## config.mk

```make
export PLATFORM = sky130hd
export DESIGN_NAME = max7219_rx
export DESIGN_NICKNAME = d
export VERILOG_FILES = /design/src/rtl/max7219_rx.sv
export SDC_FILE = /design/constraint.sdc
export NUM_CORES = 1
export LEC_CHECK = 0
export CAP_MARGIN = 20
export CORE_ASPECT_RATIO = 0.75
export CORE_UTILIZATION = 40
export CTS_CLUSTER_SIZE = 8
export DETAILED_ROUTE_END_ITERATION = 6
export PLACE_DENSITY = 0.68
export SYNTH_ARGS = -nofsm -noshare
export SYNTH_HDL_FRONTEND = slang
export SYNTH_SLANG_ARGS = --single-unit
```

## constraint.sdc

```tcl
create_clock -name clk -period 6.1 [get_ports clk]
set_clock_uncertainty 0.1 [all_clocks]
set_input_delay 0.915 -clock clk [delete_from_list [all_inputs] [get_ports clk]]
set_output_delay 0.915 -clock clk [all_outputs]
set_load 0.05 [all_outputs]
```

## src/rtl/max7219_rx.sv

```systemverilog
// Receive-side MAX7219 serial decoder with a shadow register file, oversampled on clk.
// Optional daisy-chain output is built when MAX7219_RX_DOUT_EN is defined.
module max7219_rx #(
  parameter int SYNC_STAGES = 2
) (
  input  logic       clk,
  input  logic       rst_n,
  input  logic       seg_clk,
  input  logic       seg_cs,
  input  logic       seg_din,
  output logic       seg_dout,
  output logic       frame_valid,
  output logic [3:0] frame_addr,
  output logic [7:0] frame_data,
  output logic       frame_err,
  input  logic [3:0] rd_addr,
  output logic [7:0] rd_data,
  output logic [7:0] decode_mode,
  output logic [3:0] intensity,
  output logic [2:0] scan_limit,
  output logic       shutdown_n,
  output logic       display_test
);

  // state | meaning
  // IDLE  | CS high, waiting for a CS falling edge
  // SHIFT | CS low, shifting in one bit per seg_clk rising edge
  // LATCH | one cycle: accept the frame (>= 16 bits) or flag it short
  typedef enum logic [1:0] {
    IDLE  = 2'd0,
    SHIFT = 2'd1,
    LATCH = 2'd2
  } state_t;

  state_t                 r_state;
  logic [SYNC_STAGES-1:0] r_clk_sync;
  logic [SYNC_STAGES-1:0] r_cs_sync;
  logic [SYNC_STAGES-1:0] r_din_sync;
  logic                   r_clk_d;
  logic                   r_cs_d;
  logic [15:0]            r_shreg;
  logic [4:0]             r_bit_cnt;
  logic [7:0]             r_regs [16];

  logic w_clk_s;
  logic w_cs_s;
  logic w_din_s;
  logic w_clk_rise;
  logic w_cs_rise;
  logic w_cs_fall;
  logic w_wr_ok;

  assign w_clk_s    = r_clk_sync[SYNC_STAGES-1];
  assign w_cs_s     = r_cs_sync[SYNC_STAGES-1];
  assign w_din_s    = r_din_sync[SYNC_STAGES-1];
  assign w_clk_rise = w_clk_s & ~r_clk_d;
  assign w_cs_rise  = w_cs_s & ~r_cs_d;
  assign w_cs_fall  = ~w_cs_s & r_cs_d;

  // Idle-level reset values keep reset release from looking like an edge
  always_ff @(posedge clk or negedge rst_n) begin
    if (!rst_n) begin
      r_clk_sync <= '1;
      r_cs_sync  <= '1;
      r_din_sync <= '0;
      r_clk_d    <= 1'b1;
      r_cs_d     <= 1'b1;
    end else begin
      r_clk_sync <= {r_clk_sync[SYNC_STAGES-2:0], seg_clk};
      r_cs_sync  <= {r_cs_sync[SYNC_STAGES-2:0], seg_cs};
      r_din_sync <= {r_din_sync[SYNC_STAGES-2:0], seg_din};
      r_clk_d    <= w_clk_s;
      r_cs_d     <= w_cs_s;
    end
  end

  always_ff @(posedge clk or negedge rst_n) begin
    if (!rst_n) begin
      r_state     <= IDLE;
      r_shreg     <= 16'h0000;
      r_bit_cnt   <= 5'd0;
      frame_valid <= 1'b0;
      frame_err   <= 1'b0;
      frame_addr  <= 4'h0;
      frame_data  <= 8'h00;
    end else begin
      frame_valid <= 1'b0;
      frame_err   <= 1'b0;
      case (r_state)
        IDLE: begin
          if (w_cs_fall) begin
            r_state   <= SHIFT;
            r_bit_cnt <= 5'd0;
          end
        end
        SHIFT: begin
          // A coincident CS rise still takes this last bit before latching
          if (w_clk_rise) begin
            r_shreg <= {r_shreg[14:0], w_din_s};
            if (r_bit_cnt != 5'd31) r_bit_cnt <= r_bit_cnt + 5'd1;
          end
          if (w_cs_rise) r_state <= LATCH;
        end
        LATCH: begin
          if (r_bit_cnt >= 5'd16) begin
            frame_valid <= 1'b1;
            frame_addr  <= r_shreg[11:8];
            frame_data  <= r_shreg[7:0];
          end else begin
            frame_err <= 1'b1;
          end
          r_state <= IDLE;
        end
        default: r_state <= IDLE;
      endcase
    end
  end

  // No-op (0x0) and the unused 0xD/0xE slots are never written, so they read 0
  assign w_wr_ok = (frame_addr != 4'h0) && (frame_addr != 4'hD) && (frame_addr != 4'hE);

  always_ff @(posedge clk or negedge rst_n) begin
    if (!rst_n) begin
      for (int i = 0; i < 16; i++) r_regs[i] <= 8'h00;
      rd_data <= 8'h00;
    end else begin
      if (frame_valid && w_wr_ok) r_regs[frame_addr] <= frame_data;
      rd_data <= r_regs[rd_addr];
    end
  end

  assign decode_mode  = r_regs[9];
  assign intensity    = r_regs[10][3:0];
  assign scan_limit   = r_regs[11][2:0];
  assign shutdown_n   = r_regs[12][0];
  assign display_test = r_regs[15][0];

`ifdef MAX7219_RX_DOUT_EN
  logic w_clk_fall;
  logic r_dout;

  assign w_clk_fall = ~w_clk_s & r_clk_d;

  always_ff @(posedge clk or negedge rst_n) begin
    if (!rst_n) begin
      r_dout <= 1'b0;
    end else if (r_state == SHIFT && w_clk_fall) begin
      r_dout <= r_shreg[15];
    end
  end

  assign seg_dout = r_dout;
`else
  logic w_unused;

  assign w_unused = r_shreg[15];
  assign seg_dout = 1'b0;
`endif

endmodule

```

==> reports/qor.txt, run 1 <==
Reg clk slew, reported paths = 60 ps
Initial DRC Count = 285
Die Footprint = 19100 um^2
ys async rst share = 1.00
Synth area leader = dfrtp_1
Top FF cell, synth = dfrtp_1
syn_area_per_cell = 14.6 um^2
CP Capture Point = frame_data[5]
largest family of logic cells by synthesized area = multiplexers
Place WS = 3240 ps
core area = 17900 um^2
top-count cell post-synth = dfrtp_1
clock insertion delay at the later pin of the skew report = 430 ps
top cells by count, synth = dfrtp_1 (171), mux2_2 (117), clkbuf_1 (45), nand2_1 (45), mux4_2 (32)
die width = 159 um
xor/xnor share of the synthesized area = 0
fin crit period = 3120 ps
drt first pass iters = 4
Leak Pwr = 0.00404 uW
Final Setup Violations = 0
Syn Inst Count = 510
R2R Setup Slk = 3820 ps
Final Hold Fails = 0
Final Max Slew Viols = 0
Site Rows = 42
routed len/inst = 20.0 um
status = complete, no violations
post_cts resized = 0
relative slew slack = 0.304
#FFs+latches synth = 177
vias in the first global route = 4345
CTS HTree Levels = 4
Root Buffer Master = clkbuf_16
Final nets = 525
cts hold-fix bufs = 0
remaining antenna violation count = 0
synthesis-to-finish area growth = 14.6%
mux share of post-synthesis cell area = 0.274
met2 WL = 7010 um
Hold Crit Start = r_clk_sync[0]
Peak VDD IR = 0.202 mV
top-area cell type share of the netlist area = 0.576
Vias = 4023
number of cells on the critical path = 1
number of flops mapped to enable cells by yosys = 0
Fmax = 320 MHz
Setup TNS Final = 0 ps
Fillers = 1524
RSZ-0062 raised after global routing = false
vias per cell = 5.25
PortBufs = 47
GP Congestion = 0.813
Yosys cell types = 29
Total Routing Usage GR = 0.175
DP HPWL = 9870 um
CP cell instances = clkdlybuf4s50_1
Starting Density = 0.414
DRC Markers = 0
CTS tree = done
M1 WL = 7480 um
WS Path Type = flip-flop to primary output
worst stage delay on the critical path = 920 ps
setup bufs post-CTS = 0
Crit-path slowest cell = clkdlybuf4s50_1
cts bufs inserted = 17
Setup WS post-layout = 2980 ps
worst slew pin tran = 1040 ps
share of layout cells above drive strength 1 = 0.365
endpoint class of the critical path = primary output
startpoint types = flip-flop
compound-cell area share of the yosys netlist = 0.0236
Worst setup startpoint = frame_data[5]
Hold Path Class = flip-flop to flip-flop
IO Pins = 49
synthesized area = 7430 um^2
Adder-Cell Fraction of Synth Area = 0.00505
post-synthesis sequential area ratio = 0.597
Reg2Reg Depth = 7
Met3 Wirelength = 633 um
WP data arrival = 2110 ps
ANT cells = 0
Remaining Overflow, GRT = 0
Max Cap Viol = 0
syn_nets = 522
FF-to-FF End = r_bit_cnt[2]
Vert. Die Dim = 120 um
Synth area leaders = dfrtp_1 (58%), mux2_2 (18%), mux4_2 (9.7%)
global-route wire length before repair = 24600 um
pin count of the biggest net entering global routing = 111
Power Density = 289 nW/um^2
Synth Area in Simple Gates = 0.0544
WP buf/inv = 1
Routed WL = 15300 um
Top Metal Used = met4
FF-to-FF Start = r_bit_cnt[1]
Top Family by Delay on Critical Path = buffers and inverters
Crit Path Max Fanout = 15
Final Cycle Share = 0.512
Max Buffers Root-to-Sink = 2
WP data required = 5080 ps
synth warn = 0
# clock sinks = 177
initial antenna violation count = 0
-- stage by stage --
stage               cells  hold slack, ps  total power [uW]  utilization  area [um^2]
CTS                   765             255              2490        0.474         8500
finish                766             253              2460        0.475         8510
global route          766             264              2550        0.475         8510
floorplan             510             231              1310            -         7430
detailed placement    735             247              1360        0.441         7900
global placement      735             246              1350        0.441         7900
-- power by group --
part / switching, uW / internal [uW]
Sequential: 27.4 / 1210
Clock: 441 / 679
Combinational: 59.1 / 44.2
Total: 527 / 1930
-- worst reg2reg max path, cell delays in order (launching register included) --
cell	delay, ps
dfrtp_1	420
ha_1	210
and3_1	200
ha_1	190
or2b_1	220
a221o_1	370
or3_1	330
a21oi_1	160
-- state kept, by name (all words and copies together) (netlist names) --
name / flops
r_cs_d: 1
rd_data: 8
r_shreg: 12
r_regs: 111
r_state: 2
r_cs_sync: 2
frame_data: 8
intensity: 4
frame_valid: 1
r_din_sync: 2
r_clk_sync: 2
shutdown_n: 1
frame_addr: 4
display_test: 1
decode_mode: 8
r_clk_d: 1
frame_err: 1
scan_limit: 3
r_bit_cnt: 5
-- how the worst min path moves through the flow --
stage                    endpoint  depth (start not counted)
finish              r_clk_sync[1]                          0
floorplan           r_din_sync[1]                          0
detailed placement  r_clk_sync[1]                          0
CTS                 r_clk_sync[1]                          0
global route         r_cs_sync[1]                          0
global placement     r_cs_sync[1]                          0
-- per-layer routing --
layer | up-vias | global-route usage
met3 | 11 | 0.0477
met1 | 2145 | 0.252
met5 | - | 0
li1 | 1776 | -
met2 | 91 | 0.258
met4 | 0 | 0.0559
-- cell usage in the layout, fill, tap and decap left out, types with 2 or more instances in the layout --
cell,synthesis,routed
a21oi_1,3,3
or3_1,5,5
ha_1,3,3
nand3b_1,3,3
nor3b_1,3,3
nand3_1,2,2
o21ai_0,2,2
clkbuf_1,45,2
nor2b_1,4,4
a22oi_1,16,16
or2b_1,2,2
dfrtp_1,171,171
nor2_1,11,11
mux2_2,117,117
buf_4,16,4
dfstp_2,6,6
clkbuf_16,0,17
nand2_1,45,45
clkinv_4,0,2
mux4_2,32,32
clkinv_2,0,4
inv_1,4,4
a22o_2,2,2
clkdlybuf4s50_1,0,45
nand2b_1,6,6
bufinv_16,0,4
-- area by class of cell --
class,instances,area (um^2),area share
Multi-Input combinational cell,262,2660,0.313
Tap cell,242,303,0.0356
Inverter,4,15.0,0.00176
Timing Repair Buffer,51,497,0.0584
Sequential cell,177,4440,0.521
Clock inverter,11,165,0.0194
Clock buffer,19,433,0.0509
-- cell families after synthesis --
| kind of cell | count (synthesis) |
|---|---|
| compound gates | 24 |
| fa+ha+maj | 3 |
| buf+inv | 71 |
| flops | 177 |
| mux | 149 |
| other cells | 1 |
| simple gates | 85 |
Power figures use the tool's default switching activity.
==> inputs of run 2 (changes only) <==
==> constraint.sdc (replaced) <==
create_clock -name clk -period 2.95 [get_ports clk]
set_clock_uncertainty 0.1 [all_clocks]
set_input_delay 0.4425 -clock clk [delete_from_list [all_inputs] [get_ports clk]]
set_output_delay 0.4425 -clock clk [all_outputs]
set_load 0.05 [all_outputs]
==> run 2 against run 1 <==
  * Sequential power is 110% higher
  * Global-route usage increased by 0.93 points
  * Die area unchanged
  * Cell count increased by 3.0%
  * Critical path depth stayed put
  * Design area increased by 2.1%
  * Combinational power is 120% higher
  * Core utilization increased by 0.98 points
  * Non-clock buffer count grew 21
  * Via count increased by 4.1%
==> reports/qor.txt, run 2 (synthesis results as in run 1) <==
# clock sinks = 177 (unchanged)
Max Cap Viol = 0 (unchanged)
most common cell after layout, fill and taps aside = dfrtp_1
Vias = 4188 (+4.1%)
Initial DRC Count = 235 (-18%)
met2 WL = 7120 um (+1.6%)
clock insertion delay at the later pin of the skew report = 430 ps (about the same)
initial antenna violation count = 0 (unchanged)
Total Routing Usage GR = 0.184 (+0.00931)
synthesis-to-finish area growth = 16.9%
relative slew slack = 0.454 (+0.150)
Place WS = 692 ps (-2550 ps)
global-route wire length before repair = 26300 um (+6.8%)
Root Buffer Master = clkbuf_16
Die Footprint = 19100 um^2 (unchanged)
worst stage delay on the critical path = 900 ps (-20 ps)
Routed WL = 15800 um (+3.4%)
Reg clk slew, reported paths = 60 ps (about the same)
vias per cell = 5.31 (+1.1%)
Final Max Slew Viols = 0 (unchanged)
Starting Density = 0.414 (unchanged)
Max Buffers Root-to-Sink = 2 (unchanged)
die width = 159 um (unchanged)
DRC Markers = 0 (unchanged)
Power Density = 574 nW/um^2 (+99%)
post_cts resized = 0 (unchanged)
share of layout cells above drive strength 1 = 0.391 (+0.0267)
ANT cells = 0 (unchanged)
max reg flops = 111 (unchanged)
Setup TNS Final = 0 ps (unchanged)
Hold Path Class = flip-flop to flip-flop
Crit Path Max Fanout = 15 (unchanged)
routed len/inst = 20.0 um (+0.35%)
Leak Pwr = 0.00416 uW (+3.0%)
RSZ-0062 raised after global routing = false
CTS HTree Levels = 4 (unchanged)
Crit-path slowest cell = clkdlybuf4s50_1
Final Hold Fails = 0 (unchanged)
status = complete, no violations
Peak VDD IR = 0.300 mV (+48%)
vias in the first global route = 4508 (+3.8%)
IO Pins = 49 (unchanged)
Met3 Wirelength = 804 um (+27%)
M1 WL = 7640 um (+2.2%)
Top Metal Used = met4
remaining antenna violation count = 0 (unchanged)
Final Cycle Share = 0.842
DP HPWL = 10500 um (+6.6%)
Vert. Die Dim = 120 um (unchanged)
Hold WS = 255 ps (+2.35 ps)
Largest Register = r_regs
biggest regs = r_regs x111, r_shreg x12
Top Family by Delay on Critical Path = buffers and inverters
CP cell instances = clkdlybuf4s50_1
WP data arrival = 1940 ps (-170 ps)
core area = 17900 um^2 (unchanged)
Final nets = 546 (+4.0%)
worst slew pin tran = 816 ps (-225 ps)
cts bufs inserted = 17 (unchanged)
WS Path Type = flip-flop to primary output
fin crit period = 2480 ps
pin count of the biggest net entering global routing = 77 (-31%)
startpoint types = flip-flop
WP data required = 2410 ps (-2670 ps)
commonest cells after routing, fill and taps aside = dfrtp_1 (171), mux2_2 (117), nand2_1 (45), clkdlybuf4s50_1 (45), mux4_2 (32)
PortBufs = 47 (unchanged)
Final Setup Violations = 0 (unchanged)
CTS tree = done
endpoint class of the critical path = primary output
Fmax = 403 MHz
drt first pass iters = 4 (unchanged)
GP Congestion = 0.771 (-5.2%)
WP buf/inv = 1 (unchanged)
Remaining Overflow, GRT = 0 (unchanged)
Site Rows = 42 (unchanged)
Setup WS post-layout = 466 ps (-2510 ps)
-- run 2: cell count changes in the layout (fill, tap and decap cells not counted), sizes merged --
| cell | previous run | this run |
|---|---|---|
| buf | 6 | 26 |
| clkbuf | 19 | 24 |
| bufinv | 4 | 1 |
| clkinv | 6 | 7 |
| clkinvlp | 1 | 0 |
| dlygate4sd3 | 0 | 1 |
-- run 2: cell type report --
| cell class | instances | area [um^2] |
|---|---|---|
| Sequential cell | 177 | 4440 |
| Timing Repair Buffer | 72 | 682 |
| Tap cell | 242 | 303 |
| Inverter | 4 | 15.0 |
| Fill cell | 1544 | 9240 |
| Clock buffer | 24 | 512 |
| Clock inverter | 8 | 76.3 |
| Multi-Input combinational cell | 262 | 2660 |
-- run 2: routing by layer --
| layer | GRT usage | up-vias |
|---|---|---|
| met3 | 0.0439 | 20 |
| met2 | 0.270 | 99 |
| li1 | - | 1828 |
| met5 | 0 | - |
| met4 | 0.0637 | 0 |
| met1 | 0.269 | 2241 |
-- run 2: report_power, final --
group,total [uW],internal (uW),switching [uW]
clock,2200,1300,900
sequential,2560,2500,60.3
combinational,227,102,125
-- run 2: path summary, 6_finish.rpt --
| check | slack (ps) | cells past startpoint | end | from |
|---|---|---|---|---|
| max reg2reg | 680 | 7 | r_bit_cnt[3] | r_bit_cnt[0] |
| max | 470 | 1 | frame_data[4] | frame_data[4] |
| max in group asynchronous | 1480 | 3 | r_regs[113] | rst_n |
| min | 260 | 0 | r_cs_sync[1] | r_cs_sync[0] |
| min reg2reg | 260 | 0 | r_cs_sync[1] | r_cs_sync[0] |
| min in group asynchronous | 520 | 2 | r_regs[46] | rst_n |
-- run 2: what timing repair did --
action                    CTS  global route
setup buffers               0             0
hold buffers                1             0
hold endpoints to repair   66             0
-- run 2: stage by stage --
step | std cells | area, um^2 | power (uW) | utilization
final | 789 | 8680 | 4980 | 0.485
after global routing | 789 | 8680 | 5170 | 0.485
after CTS | 789 | 8680 | 5040 | 0.485
after detailed placement | 756 | 8090 | 2830 | 0.451
after global placement | 756 | 8090 | 2810 | 0.451
after floorplan | 510 | 7430 | 2710 | -
